<file path="src/rtl/freq_eq_para_ctrl.sv">
`default_nettype none
// ---------------------------------------------------------------------------
// freq_eq_para_ctrl : host load/readback controller for the equalizer coefficient RAM
// Optional readback path: define FREQ_EQ_READBACK_EN.   Rev 1.0
// ---------------------------------------------------------------------------
module freq_eq_para_ctrl #(
  parameter int BITWIDTH  = 7,
  parameter int FFT_POINT = 512
) (
  input  logic                  clk,
  input  logic                  rst,
  input  logic                  cfg_valid,
  output logic                  cfg_ready,
  input  logic [BITWIDTH+1:0]   cfg_addr,
  input  logic [15:0]           cfg_data,
  input  logic                  cfg_last,
  input  logic                  rb_req,
  input  logic [BITWIDTH+1:0]   rb_addr,
  output logic                  rb_valid,
  output logic [15:0]           rb_data,
  input  logic                  en_sync_in,
  output logic [BITWIDTH+1:0]   para_waddr,
  output logic                  w_en0,
  output logic [15:0]           para_in,
  output logic [BITWIDTH+1:0]   para_raddr,
  output logic                  r_en0,
  input  logic [15:0]           para_out,
  output logic                  busy,
  output logic                  load_done,
  output logic                  len_err
);

  localparam int c_aw = BITWIDTH + 2;
  localparam int c_cw = BITWIDTH + 3;
  localparam logic [c_cw-1:0] c_fft_point = c_cw'(FFT_POINT);

`ifdef FREQ_EQ_READBACK_EN
  typedef enum logic [2:0] {
    IDLE = 3'd0, LOAD = 3'd1, RD_ISSUE = 3'd2, RD_WAIT = 3'd3, RD_CAPT = 3'd4
  } state_t;
`else
  typedef enum logic [2:0] {
    IDLE = 3'd0, LOAD = 3'd1
  } state_t;
`endif

  state_t            r_state, w_next_state;
  logic [c_cw-1:0]   r_cnt;
  logic [c_cw-1:0]   w_cnt_inc;
  logic              w_cfg_acc;
  logic              r_w_en0, r_load_done, r_len_err;
  logic [c_aw-1:0]   r_waddr;
  logic [15:0]       r_wdata;

  // Coefficients may only change between frames.
  assign cfg_ready = ((r_state == IDLE) || (r_state == LOAD)) && !en_sync_in;
  assign w_cfg_acc = cfg_valid && cfg_ready;
  assign w_cnt_inc = r_cnt + c_cw'(1);
  assign busy      = (r_state != IDLE);

`ifdef FREQ_EQ_READBACK_EN
  logic w_rb_acc;
  // A simultaneous write request takes priority; the read stays pending.
  assign w_rb_acc = rb_req && (r_state == IDLE) && !en_sync_in && !cfg_valid;
`endif

  always_ff @(posedge clk) begin
    if (rst) r_state <= IDLE;
    else     r_state <= w_next_state;
  end

  always_comb begin
    w_next_state = r_state;
    case (r_state)
      IDLE: begin
        if (w_cfg_acc)      w_next_state = cfg_last ? IDLE : LOAD;
`ifdef FREQ_EQ_READBACK_EN
        else if (w_rb_acc)  w_next_state = RD_ISSUE;
`endif
      end
      LOAD:     if (w_cfg_acc && cfg_last) w_next_state = IDLE;
`ifdef FREQ_EQ_READBACK_EN
      RD_ISSUE: w_next_state = RD_WAIT;
      RD_WAIT:  w_next_state = RD_CAPT;
      RD_CAPT:  w_next_state = IDLE;
`endif
      default:  w_next_state = IDLE;
    endcase
  end

  always_ff @(posedge clk) begin
    if (rst) begin
      r_cnt       <= '0;
      r_w_en0     <= 1'b0;
      r_waddr     <= '0;
      r_wdata     <= '0;
      r_load_done <= 1'b0;
      r_len_err   <= 1'b0;
    end else begin
      r_w_en0     <= w_cfg_acc;
      r_load_done <= 1'b0;
      if (w_cfg_acc) begin
        r_waddr <= cfg_addr;
        r_wdata <= cfg_data;
        if (cfg_last) begin
          r_cnt <= '0;
          if (w_cnt_inc == c_fft_point) begin
            r_load_done <= 1'b1;
            r_len_err   <= 1'b0;
          end else begin
            r_len_err   <= 1'b1;
          end
        end else begin
          // Overlong table: keep writing, hold the count, flag the error.
          if (r_cnt != c_fft_point) r_cnt <= w_cnt_inc;
          if (w_cnt_inc >= c_fft_point) r_len_err <= 1'b1;
        end
      end
    end
  end

  assign w_en0      = r_w_en0;
  assign para_waddr = r_waddr;
  assign para_in    = r_wdata;
  assign load_done  = r_load_done;
  assign len_err    = r_len_err;

`ifdef FREQ_EQ_READBACK_EN
  logic              r_r_en0, r_rb_valid;
  logic [c_aw-1:0]   r_raddr;
  logic [15:0]       r_rb_data;

  // r_en0 is high exactly while in RD_ISSUE; data is captured on leaving RD_CAPT.
  always_ff @(posedge clk) begin
    if (rst) begin
      r_r_en0    <= 1'b0;
      r_raddr    <= '0;
      r_rb_valid <= 1'b0;
      r_rb_data  <= '0;
    end else begin
      r_r_en0    <= w_rb_acc;
      if (w_rb_acc) r_raddr <= rb_addr;
      r_rb_valid <= (r_state == RD_CAPT);
      if (r_state == RD_CAPT) r_rb_data <= para_out;
    end
  end

  assign r_en0      = r_r_en0;
  assign para_raddr = r_raddr;
  assign rb_valid   = r_rb_valid;
  assign rb_data    = r_rb_data;
`else
  logic w_unused_rb;
  assign w_unused_rb = &{1'b0, rb_req, rb_addr, para_out};
  assign r_en0       = 1'b0;
  assign para_raddr  = '0;
  assign rb_valid    = 1'b0;
  assign rb_data     = '0;
`endif

endmodule
`default_nettype wire
</file>
<file path="config.mk">
export PLATFORM = sky130hd
export DESIGN_NAME = freq_eq_para_ctrl
export DESIGN_NICKNAME = d
export VERILOG_FILES = /design/src/rtl/freq_eq_para_ctrl.sv
export SDC_FILE = /design/constraint.sdc
export NUM_CORES = 1
export LEC_CHECK = 0
export BUFFER_PORTS_ARGS = -buffer_cell sky130_fd_sc_hd__clkbuf_2
export CORE_ASPECT_RATIO = 0.6
export CORE_MARGIN = 2
export CORE_UTILIZATION = 39
export CTS_CLUSTER_SIZE = 12
export DETAILED_ROUTE_END_ITERATION = 16
export PLACE_DENSITY = 0.83
export SLEW_MARGIN = 30
export SYNTH_ARGS = -nofsm -noshare
export SYNTH_HDL_FRONTEND = slang
export SYNTH_SLANG_ARGS = --single-unit
</file>
<file path="constraint.sdc">
create_clock -name clk -period 1.8 [get_ports clk]
set_input_delay 0.36 -clock clk [delete_from_list [all_inputs] [get_ports clk]]
set_output_delay 0.36 -clock clk [all_outputs]
set_load 0.02 [all_outputs]
</file>
# --- After elaboration in Yosys (flattened, before gate mapping) ---
# Cells that the tools add are included.
totals:
  wordCells: 39
  inputBits: 56
  out_inout_bits: 57
  reg_bits: 41
classes:
  bitwise: 2
  addsub: 1
  n_eq_ne: 5
  n_reduce_logical: 13
  order_cmp: 1
  muxes: 10
ops:
  columns: ["cell", "n"]
  rows:
  - ["two-way mux 10 bit", 2]
  - ["adder 10 x 1 -> 10 bit, second input constant", 1]
  - ["== test 10 bit, second input constant", 1]
  - [">= comparator 10 bit, second input constant", 1]
  - ["inequality test 10 bit, second input constant", 1]
  - ["two-way mux 3 bit", 2]
  - ["case mux 3 bit (2 select lines)", 1]
  - ["AND reduction 2 bit", 3]
  - ["two-way mux 1 bit", 5]
  - ["nonzero test 2 bit", 2]
  - ["== test 3 x 1 -> 1 bit, second input constant", 1]
  - ["logical AND 1 bit", 3]
  - ["zero test 3 bit", 1]
  - ["nonzero test 3 bit", 1]
  - ["OR reduction 3 bit", 1]
  - ["inequality test 2 x 1 -> 1 bit, second input constant", 1]
  - ["inequality test 2 bit, second input constant", 1]
  - ["inverter 1 bit", 2]
  - ["zero test 1 bit", 1]
  - ["logical OR 1 bit", 1]

# --- Longest topological paths before layout ---
depth:
  ltp_word: 7
  depth_mapped: 6
  mapped_depth_nobuf: 6

# --- Worst setup path before layout ---
# No wires, ideal clock.
synth_path:
  path_kind: "register to register"
  start: "register r_cnt[0]"
  end: "register r_load_done (netlist: load_done)"
  path_buffers: 0
  arrival_time_ps: 1786
  path_slack_ps: -74
  period_less_slack_ps: 1874
  required_ps: 1712
  setup_time_ps: 88
  stages_incl_launch_ff: 7
  path_cell_list: "dfxtp_1 -> ha_1 -> nand3_1 -> nor3_1 -> xor2_1 -> or4_1 -> nor4_2"
synth_between:
  elab_chain_cells: 3
synth_rtl:
  columns: ["item", "line", "source"]
  rows:
  - ["start, declared", "48", "logic [c_cw-1:0] r_cnt;"]
  - ["start signal, assigned", "115", "if (r_cnt != c_fft_point) r_cnt <= w_cnt_inc;"]
  - ["adder 10 x 1 -> 10 bit", "58", "assign w_cnt_inc = r_cnt + c_cw'(1);"]
  - ["== test 10 bit", "107", "if (w_cnt_inc == c_fft_point) begin"]
  - ["two-way mux 1 bit", "107", null]
  - ["end signal, assigned", "97", "r_load_done <= 1'b0;"]
  - ["end signal, assigned", "101", "r_load_done <= 1'b0;"]
  - ["end signal, assigned", "108", "r_load_done <= 1'b1;"]
  - ["end, declared", "51", "logic r_w_en0, r_load_done, r_len_err;"]
# No other way between the ends.
# A chain may end at the register's enable or synchronous reset.

# --- Worst setup path in the final report ---
layout_path:
  start: "register r_cnt[1]"
  end: "register r_len_err (netlist: len_err)"
layout_between:
  elab_chain_cells: 4
  word_cells_on_any_way: 7
  classes_between: "1 x add/sub; 1 x order compare; 1 x eq/ne; 2 x mux; 2 x reduce/logical"
layout_rtl:
  columns: ["item", "line", "source"]
  rows:
  - ["adder 10 x 1 -> 10 bit *", "58", null]
  - [">= comparator 10 bit or == test 10 bit (tied branches)", "116, 107", null]
  - ["nonzero test 2 bit (no line) or two-way mux 1 bit (tied branches)", null, null]
  - ["AND reduction 2 bit (no line) or two-way mux 1 bit (tied branches)", null, null]
  - ["end signal, assigned", "109", "r_len_err <= 1'b0;"]
  - ["end signal, assigned", "111", "r_len_err <= 1'b1;"]
  - ["end signal, assigned", "116", "if (w_cnt_inc >= c_fft_point) r_len_err <= 1'b1;"]
  - ["end, declared", "51", null]
# Every way passes the cells marked *; elsewhere a longest branch is shown, timed or not.

==> tab_implementation.tex <==
\begin{tabular}{lr}
\hline
Metric & Value \\
\hline
\multicolumn{2}{l}{\textbf{Clocking}} \\
CTS tree & done \\
Worst skew pair latency & 0.29 ns \\
Clock Sink Count & 39 \\
Clk slew on worst S/H paths & 0.08 ns \\
H-tree level count & 2 \\
Clock buffer depth & 2 \\
Hold bufs inserted after CTS & 0 \\
Cts bufs inserted & 5 \\
Clock Tree Root & clkbuf\_8 \\
\multicolumn{2}{l}{\textbf{STA}} \\
Highest clock rate & between 500 and 600 MHz \\
Total count of max-transition violations in the final report & 0 \\
Final Critical Period & 1.71 ns \\
Final worst setup slack & about 0.087 ns \\
Final cycle utilization of the critical path & between 90\% and 100\% \\
Finish-stage setup viols & 0 \\
Worst clock skew & a little under 0.009 ns \\
Endpoints failing hold & 0 \\
\multicolumn{2}{l}{\textbf{Final layout}} \\
Share of final-layout standard cells stronger than drive strength 1 & around a third \\
Fillcell total & between 400 and 500 \\
Area growth from synthesis to layout & 27.7\% \\
Layout Utilization & a little over half \\
Number of nets in the finished design & between 300 and 400 \\
Diode count & 0 \\
Design area & approximately 2400 µm² \\
Final cell count without fillers & 367 \\
\multicolumn{2}{l}{\textbf{Synthesis}} \\
Portion of the post-synthesis area used by sequential elements & just over 40\% \\
Share of flip-flops with an asynchronous set or reset & 0\% \\
Count of distinct cell types in the synthesized netlist & 42 \\
Cell type with the largest total area after synthesis & dfxtp\_1 \\
Gate count after technology mapping & around 240 \\
Proportion of netlist area held by the largest area contributor & 41.4\% \\
Dominant register cell in the synthesized netlist & dfxtp\_1 \\
Main area contributors after synthesis & dfxtp\_1 41\%, nand2\_1 11\%, buf\_4 11\% \\
Synth Register Bits & 39 \\
Number of enable flip-flop cells after synthesis & 0 \\
Top cell types by occurrence after synthesis & 56 x nand2\_1, 39 x dfxtp\_1, 31 x a21oi\_1 \\
Avg Synthesized Cell Area & 8.02 µm² \\
Yosys Warn Count & 0 \\
Area of the mapped netlist & between 1500 and 2000 µm² \\
Leading cell type by number of instances after synthesis & nand2\_1 \\
\multicolumn{2}{l}{\textbf{Setup path}} \\
Crit end category & flop \\
Type of origin of the critical path & flop \\
Max stage delay cell, worst path & nor4\_2 \\
Endpoint of the worst-slack reg-to-reg timing path & len\_err \\
Data required time at the worst endpoint & 1.95 ns \\
Cell-by-cell listing of the critical path & buf\_4 -> nand4\_2 -> buf\_6 -> nor4\_2 -> nor3b\_1 -> nor2\_1 -> a221oi\_2 \\
Reg2Reg Depth & 7 \\
End point of the critical path & len\_err \\
Timing startpoint of the critical path & r\_cnt[1] \\
Maximum single-stage delay on the critical path & $\sim$0.45 ns \\
Delay-heaviest family, CP & simple AND/OR/NAND/NOR gates \\
Reg-to-Reg Start & r\_cnt[1] \\
Maximum net fanout on the critical path & 6 \\
Signal arrival time at the worst endpoint & $\sim$1.9 ns \\
CP Depth & 7 \\
R2R setup slack & about 0.087 ns \\
Category of the critical setup timing path & reg2reg \\
Buf+Inv Stages, Crit Path & 2 \\
\multicolumn{2}{l}{\textbf{Worst hold path}} \\
Path category of the worst min-delay check & in2reg \\
\multicolumn{2}{l}{\textbf{Run status}} \\
Status & finished, final reports clean \\
\multicolumn{2}{l}{\textbf{Detailed routing}} \\
Number of remaining DRC errors & 0 \\
Number of vias per cell & between 4 and 5 \\
Wirelength, routed & approximately 4.4 mm \\
Routed WL per cell & between 10 and 15 µm \\
Vias after detailed routing & around 1.8k \\
Detailed router's first-iteration violation count & 38 \\
Number of antenna-violating nets in the routed design & 0 \\
DR pass1 iterations & 4 \\
\multicolumn{2}{l}{\textbf{Power}} \\
Overall power after layout & 1.94 mW \\
Standby leakage power & $\sim$1.1 nW \\
Worst vdd rail ir drop & roughly 0.55 mV \\
Power density of the placed cells & 806 nW/µm² \\
\multicolumn{2}{l}{\textbf{Placed design}} \\
Cell Count Post-Placement & 358 \\
Setup WS pre-CTS & between 0.009 and 0.01 ns \\
Cell Area, Placed & 2210 µm² \\
Final GP Congestion & 0.874 \\
Post-DP HPWL & 3.14 mm \\
Input/output buffers & 59 \\
\multicolumn{2}{l}{\textbf{Floorplan}} \\
Die height & between 50 and 60 µm \\
Die Outline Area & between 5000 and 6000 µm² \\
Num ports & approximately 110 \\
Cell Rows & 19 \\
DIE WIDTH & about 94 µm \\
Placeable core region & $\sim$4600 µm² \\
Initial core utilization & 40.9\% \\
\multicolumn{2}{l}{\textbf{Run}} \\
Max-cap viol count & 0 \\
\multicolumn{2}{l}{\textbf{Global route}} \\
Congestion Overflow GR & 0 \\
Wire length of the first global-routing pass & just over 7 mm \\
Number of antenna violations at the first check in global routing & 0 \\
Global-route usage over all layers & roughly 16\% \\
Maximum number of pins on one net before global-route repair & 31 \\
Via count of the first global-routing pass & 1567 \\
\hline
\end{tabular}
==> report_power, final <==
| group | switching [mW] | total [mW] | leakage [nW] | internal (mW) |
|---|---|---|---|---|
| Sequential | 0.0154 | 0.907 | 0.321 | 0.892 |
| Combinational | 0.181 | 0.261 | 0.668 | 0.0807 |
| Clock | 0.316 | 0.772 | 0.0618 | 0.456 |
==> state kept, by name, summed over array words and instances (netlist names) <==
name / flops
r_state: 1
len_err: 1
para_in: 16
r_cnt: 10
para_waddr: 9
w_en0: 1
load_done: 1
==> worst min path at each step <==
stage	start	to	slack [ns]	depth (start not counted)
finish	cfg_addr[8]	para_waddr[8]	0.28	3
detailed placement	para_in[3]	para_in[3]	0.45	2
global route	cfg_addr[8]	para_waddr[8]	0.27	3
global placement	para_waddr[3]	para_waddr[3]	0.44	2
CTS	cfg_data[1]	para_in[1]	0.27	3
floorplan	cfg_data[10]	para_in[10]	0.49	2
==> cell usage in the layout (no fill, tap or decap), drive strengths merged, types with 2 or more instances in the layout <==
cell,count
clkbuf,65
nand2,57
dfxtp,39
a21oi,31
conb,27
buf,16
nor2,14
inv,7
o21ai,7
nor3,5
xor2,3
a22oi,3
nand4,3
nor4,3
a31oi,2
a211oi,2
nand3b,2
nand3,2
nor3b,2
ha,2
==> per-stage QoR <==
| step | hold slack, ns | TNS, ns |
|---|---|---|
| 6_report | 0.283 | 0 |
| 5_1_grt | 0.270 | -0.0269 |
| 4_1_cts | 0.270 | 0 |
| 3_5_place_dp | 0.446 | 0 |
| 3_3_place_gp | 0.441 | 0 |
| 2_1_floorplan | 0.494 | 0 |
==> worst reg2reg max path, delay by kind of cell (launching register included) <==
family	cells	cell delay (ns)
compound gates	1	0.07
flops	1	0.35
simple gates	4	0.86
buf+inv	2	0.29
==> cell families (layout without fill, tap and decap cells) <==
| logic type | after synthesis | in the layout | synth area share [%] |
|---|---|---|---|
| buffers and inverters | 46 | 89 | 16.1 |
| adders and majority gates | 2 | 2 | 1.33 |
| and+or+nand+nor | 92 | 92 | 23.4 |
| other | 1 | 27 | 0.199 |
| muxes | 1 | 1 | 0.531 |
| DFF | 39 | 39 | 41.4 |
| xor gates and xnor gates | 3 | 3 | 1.39 |
| AOI/OAI and AO/OA | 51 | 51 | 15.7 |
==> timing repair <==
item,CTS,global route
setup endpoints to repair,1,4
buffers inserted,0,1
gates resized for setup,1,14
pin swaps,0,5
==> routing by layer <==
layer  GRT usage, %  vias up  routed length [µm]
li1               -      874                   -
met1           21.2      809                2020
met2           26.7       63                1940
met3           6.11        4                 392
met4           3.11        0                  28
met5              0        -                   0
==> layout make-up <==
type	instances	area [µm²]	share of cell area (%)
flip-flops and latches	39	791	32.8
well taps	63	78.8	3.27
clock inverters	2	38.8	1.61
multi-input cells	176	960	39.8
inverters	6	22.5	0.935
repair buffers	75	435	18.1
clock buffers	6	82.6	3.43
(Power assumes the default switching activity.)
